===== src/rtl/io_interrupt_bank.sv =====
// Memory-mapped bank of 4-bit interrupt factor/mask register pairs.
// Rising edges on event_in latch factor bits, and masked factors raise per-channel requests.
module io_interrupt_bank #(
  parameter int                    NUM_CHANNELS      = 4,
  parameter int                    ADDR_WIDTH        = 12,
  parameter logic [ADDR_WIDTH-1:0] FACTOR_BASE       = 12'hF00,
  parameter logic [ADDR_WIDTH-1:0] MASK_BASE         = 12'hF10,
  parameter int                    CLEAR_MODE        = 0,
  parameter int                    MASK_GATES_FACTOR = 0,
  localparam int                   IDX_W             = (NUM_CHANNELS > 1) ? $clog2(NUM_CHANNELS) : 1
) (
  input  logic                      clk,
  input  logic                      reset_n,
  input  logic [ADDR_WIDTH-1:0]     bus_addr,
  input  logic                      bus_read_en,
  input  logic                      bus_write_en,
  input  logic [3:0]                bus_write_data,
  output logic [3:0]                bus_read_data,
  output logic                      bus_hit,
  input  logic [4*NUM_CHANNELS-1:0] event_in,
  output logic [NUM_CHANNELS-1:0]   irq,
  output logic                      irq_any,
  output logic [IDX_W-1:0]          irq_index
);

  localparam int EW = 4 * NUM_CHANNELS;

  logic [NUM_CHANNELS-1:0][3:0] factor_q, factor_d;
  logic [NUM_CHANNELS-1:0][3:0] mask_q, mask_d;
  logic [EW-1:0]                evt_prev_q, evt_prev_d;
  logic [3:0]                   rd_data_q, rd_data_d;
  logic                         hit_q, hit_d;

  logic [NUM_CHANNELS-1:0]      hit_f, hit_m;
  logic                         rd_access, wr_access;
  logic [EW-1:0]                edge_raw, edge_gate;
  logic [NUM_CHANNELS-1:0][3:0] rise;
  logic [NUM_CHANNELS-1:0][3:0] factor_clr;

  // A simultaneous read and write is treated as a write only.
  assign rd_access = bus_read_en & ~bus_write_en;
  assign wr_access = bus_write_en;

  always_comb begin
    // NOTE: every variable gets a default before the loop, so no path leaves it unassigned and no latch is inferred.
    hit_f = '0;
    hit_m = '0;
    for (int n = 0; n < NUM_CHANNELS; n++) begin
      hit_f[n] = (bus_addr == FACTOR_BASE + ADDR_WIDTH'(n));
      hit_m[n] = (bus_addr == MASK_BASE + ADDR_WIDTH'(n));
    end
  end

  // Edges are qualified by the mask as it stands now, never by a same-cycle mask write.
  assign edge_raw  = event_in & ~evt_prev_q;
  assign edge_gate = (MASK_GATES_FACTOR != 0) ? mask_q : {EW{1'b1}};
  assign rise      = edge_raw & edge_gate;
  assign evt_prev_d = event_in;

  always_comb begin
    factor_d   = factor_q;
    mask_d     = mask_q;
    factor_clr = '0;
    for (int n = 0; n < NUM_CHANNELS; n++) begin
      if (CLEAR_MODE == 0) begin
        if (rd_access && hit_f[n]) factor_clr[n] = 4'hF;
      end else begin
        if (wr_access && hit_f[n]) factor_clr[n] = bus_write_data;
      end
      // Set after clear: a new edge on a bit being cleared survives.
      factor_d[n] = (factor_q[n] & ~factor_clr[n]) | rise[n];
      if (wr_access && hit_m[n]) mask_d[n] = bus_write_data;
    end
  end

  always_comb begin
    rd_data_d = '0;
    hit_d     = (bus_read_en | bus_write_en) & ((|hit_f) | (|hit_m));
    for (int n = 0; n < NUM_CHANNELS; n++) begin
      if (rd_access && hit_f[n]) rd_data_d = factor_q[n];
      if (rd_access && hit_m[n]) rd_data_d = mask_q[n];
    end
  end

  always_ff @(posedge clk) begin
    if (!reset_n) begin
      factor_q   <= '0;
      mask_q     <= '0;
      // NOTE: the edge detector loads the live input during reset so a level already high at release is not seen as an edge.
      evt_prev_q <= event_in;
      rd_data_q  <= '0;
      hit_q      <= 1'b0;
    end else begin
      // NOTE: non-blocking assignments let every flop sample pre-edge values, independent of statement order.
      factor_q   <= factor_d;
      mask_q     <= mask_d;
      evt_prev_q <= evt_prev_d;
      rd_data_q  <= rd_data_d;
      hit_q      <= hit_d;
    end
  end

  assign bus_read_data = rd_data_q;
  assign bus_hit       = hit_q;

  always_comb begin
    irq       = '0;
    irq_index = '0;
    for (int n = 0; n < NUM_CHANNELS; n++) begin
      irq[n] = |(factor_q[n] & mask_q[n]);
    end
    // Scan downwards so the lowest-numbered pending channel is the one left in irq_index.
    for (int n = NUM_CHANNELS - 1; n >= 0; n--) begin
      if (irq[n]) irq_index = IDX_W'(n);
    end
  end

  assign irq_any = |irq;

endmodule


===== config.mk =====
export PLATFORM = sky130hd
export DESIGN_NAME = io_interrupt_bank
export DESIGN_NICKNAME = d
export VERILOG_FILES = /design/src/rtl/io_interrupt_bank.sv
export SDC_FILE = /design/constraint.sdc
export NUM_CORES = 1
export LEC_CHECK = 0
export BUFFER_PORTS_ARGS = -buffer_cell sky130_fd_sc_hd__buf_4
export CAP_MARGIN = 10
export CORE_MARGIN = 3
export CORE_UTILIZATION = 48
export CTS_BUF_LIST = sky130_fd_sc_hd__clkbuf_16
export DETAILED_ROUTE_END_ITERATION = 10
export PLACE_DENSITY = 0.74
export SETUP_SLACK_MARGIN = 0.5
export SLEW_MARGIN = 20
export SYNTH_ARGS = -nofsm -noshare
export SYNTH_HDL_FRONTEND = slang
export SYNTH_SLANG_ARGS = --single-unit

===== constraint.sdc =====
create_clock -name clk -period 2.15 [get_ports clk]
set_input_delay 0.645 -clock clk [delete_from_list [all_inputs] [get_ports clk]]
set_output_delay 0.645 -clock clk [all_outputs]
set_load 0.005 [all_outputs]

==> qor.txt <==
DRC viols - 0
Worst Tran Pin Value - 360 ps
Clk pin slew, worst setup/hold paths - 60 ps
Clk_skew - 2.40 ps
Nets - 376
Die outline height - 74.9 um
HPWL Detailed - 4340 um
Reg2reg path depth - 6
Ports - 48
Syn Inst Count - 261
Crit path largest cell delay - 440 ps
Sw frac - 22.8%
Initial antenna violation count - 0
Syn-to-layout area delta - 48.5%
Syn Nets - 297
Static leakage - 1.36 nW
Synthesis-stage register bit count - 53
CP max FO - 4
Total number of vias - 2293
Reg2reg end - bus_read_data[1]$_SDFF_PN0_
Die W - 74.9 um
Crit-path cells - buf_6 -> or3_4 -> buf_4 -> nor4b_4 -> o21ai_1 -> or4_1 -> a21oi_2
Minimum clock period - 2120 ps
Reg-to-reg slack, setup - 530 ps
Setup TNS - 0 ps
# clock sinks - 53
Slowest CP cell - or4_1
Synth warn - 0
Sequential Power Share - 52.3%
Core Region - 4470 um^2
Status - complete, no violations
Largest net degree at the start of global routing - 36
Number of I/O port buffers - 47
Worst r2r src - mask_q[1]$_SDFFE_PN0P_
Clk buf depth - 2
ANT cells - 0
Switch Pwr - 0.456 mW
Worst Hold Class - input port to register
Vias per cell - 5.85
Worst slew margin - 75.3%
Ratio of cells with drive above 1 in the final layout - 48.5%
Antenna-violating nets left - 0
Distinct cells, synth - 44
Final Instance Area - 3380 um^2
# rows - 24
Maxcap violations - 0
Clock Tree Root - clkbuf_16
Mean area per synthesized cell - 8.72 um^2
Routed len/inst - 17.2 um
Fin. Hold Viols - 0
Combinational share of power - 10.7%
Setup Viol. Count Final - 0
Filler instances - 315
Clk_lat worst skew - 280 ps
First-pass GRT wire length - 10600 um
Crit path kind - input port to register
Final GP Congestion - 0.898
Vias in the first global route - 2234
Post-DP Area - 2860 um^2
CP Data Arrival Time - 2340 ps
FMAX - 0.473 GHz
Number of max-slew violations in the final report - 0
RSZ-0062 raised after global routing - true
DR pass1 iterations - 4
Seq/Total Area, Yosys - 46.6%
CP endpoint kind - register
Hold path depth - 1
Die area - 5610 um^2
Post-Syn Area - 2280 um^2
Ys async rst share - 0%
IR drop worst, VDD - 0.000493 V
DRT iter0 DRCs - 272
EDFF count, synth - 0
Power Internal - 1.55 mW
Total track usage - 24.8%
Number of CTS-inserted buffers - 5
Post-Route WL - 6760 um
Main flop type after synthesis - dfxtp_1
Initial core utilization - 50.9%
Hold Path End - evt_prev_q[2]$_DFF_P_
WP data required - 2370 ps
Clk pwr share - 37.0%
CTS tree - done
Overflow after GRT - 0
Worst hold start - event_in[2]
Final critical-path share of the clock period - 98.4%
Startpoint types - input port
CTS hold repair buffers - 0
PwrDens - 593 nW/um^2
CTS H-Tree Depth - 2
synthesized netlist by cell type (all sizes together) (2+ instances only):
master  number  share of area (%)
clkbuf      10                1.6
a22oi        8                2.6
buf          3                1.2
or2          2               0.55
or4          3               0.99
or4b         4                2.1
or3          6                2.3
nor3         2               0.44
inv          6               0.99
a21oi       32                7.0
dfxtp       53                 47
nand2       24                4.0
mux2i        8                3.5
nor2        33                5.4
nor4         3               0.82
o211ai       3               0.99
a31oi        3               0.82
nand4        2               0.55
o22ai        3               0.82
nor2b       17                4.7
nor3b        2               0.88
o21ai       19                4.3
stage by stage:
stage	util, %	std cells	power, mW	setup slack (ps)	hold WS (ps)
detailed placement	63.9	369	1.25	-318	487
finish	75.6	392	2.01	33.7	465
global placement	63.9	369	1.25	-293	479
CTS	73.1	388	2.00	23.2	460
floorplan	-	261	1.15	-128	462
global route	75.6	392	2.08	-23.0	456
layout by cell type (no fill, tap or decap), drive strengths merged, types with 2 or more instances in the layout:
cell type,instances
dfxtp,53
or3,6
nor3,2
nor4,3
a21oi,32
or4b,4
nor2b,17
o22ai,3
a31oi,3
mux2i,8
nand2,24
or4,3
clkbuf,5
buf,85
o21ai,19
clkinv,2
o211ai,3
or2,2
nor2,33
nor3b,2
nand4,2
a22oi,8
inv,7
power groups by stage:
| stage | Clock [mW] | Sequential, mW | Combinational (mW) |
|---|---|---|---|
| 6_report | 0.742 | 1.05 | 0.215 |
| 5_1_grt | 0.797 | 1.05 | 0.233 |
| 4_1_cts | 0.754 | 1.05 | 0.200 |
| 3_5_place_dp | 0 | 1.07 | 0.188 |
| 3_3_place_gp | 0 | 1.07 | 0.184 |
| 2_1_floorplan | 0 | 1.06 | 0.0945 |
layer usage:
metal / global-route usage, % / vias up / wire length (um)
met5: 0 / - / 0
met4: 6.72 / 0 / 113
met3: 4.94 / 13 / 540
met2: 39.6 / 105 / 3150
met1: 34.2 / 1088 / 2960
li1: - / 1087 / -
worst max path at each step:
stage	depth (start not counted)	end	slack, ps	startpoint
4_1_cts	6	factor_q[6]$_SDFF_PN0_	20	bus_addr[5]
6_report	7	bus_read_data[2]$_SDFF_PN0_	30	bus_addr[5]
3_5_place_dp	6	factor_q[10]$_SDFF_PN0_	-320	bus_addr[5]
3_3_place_gp	6	factor_q[10]$_SDFF_PN0_	-290	bus_addr[5]
2_1_floorplan	5	factor_q[10]$_SDFF_PN0_	-130	bus_addr[5]
5_1_grt	7	bus_read_data[1]$_SDFF_PN0_	-20	bus_addr[5]
critical path: cells and delay by family:
family	cells	cell delay [ps]
buffers and inverters	2	250
AOI/OAI and AO/OA	2	260
and+or+nand+nor	3	1180
final cells by class:
| class | count | area, um^2 | area share (%) |
|---|---|---|---|
| tap | 52 | 65.1 | 1.92 |
| timing repair buffer | 85 | 724 | 21.4 |
| clock inverter | 2 | 7.51 | 0.222 |
| clock buffer | 5 | 125 | 3.70 |
| inverter | 7 | 26.3 | 0.777 |
| multi-input combinational | 188 | 1350 | 39.9 |
| sequential | 53 | 1080 | 32.0 |
sequential cells by signal, summed over array words and instances, names as in the netlist:
signal         flops
evt_prev_q        16
factor_q          16
mask_q            16
bus_read_data      4
bus_hit            1
cell families (layout without fill, tap and decap cells):
logic type	after synthesis	after routing	share of synthesized area, %
multiplexers	10	10	5.00
AO/OA/AOI/OAI	75	75	19.2
flip-flops	53	53	46.6
AND/OR/NAND/NOR	103	103	25.2
buffers and inverters	20	99	4.01
timing repair:
| action | 4_1_cts | 5_1_grt |
|---|---|---|
| resized for setup | 49 | 25 |
| endpoints found under the setup margin | 43 | 43 |
| pin swaps | 21 | 18 |
| gates cloned | 1 | 0 |
| setup buffers | 11 | 4 |
No activity file was read; power rests on OpenSTA's default activity.
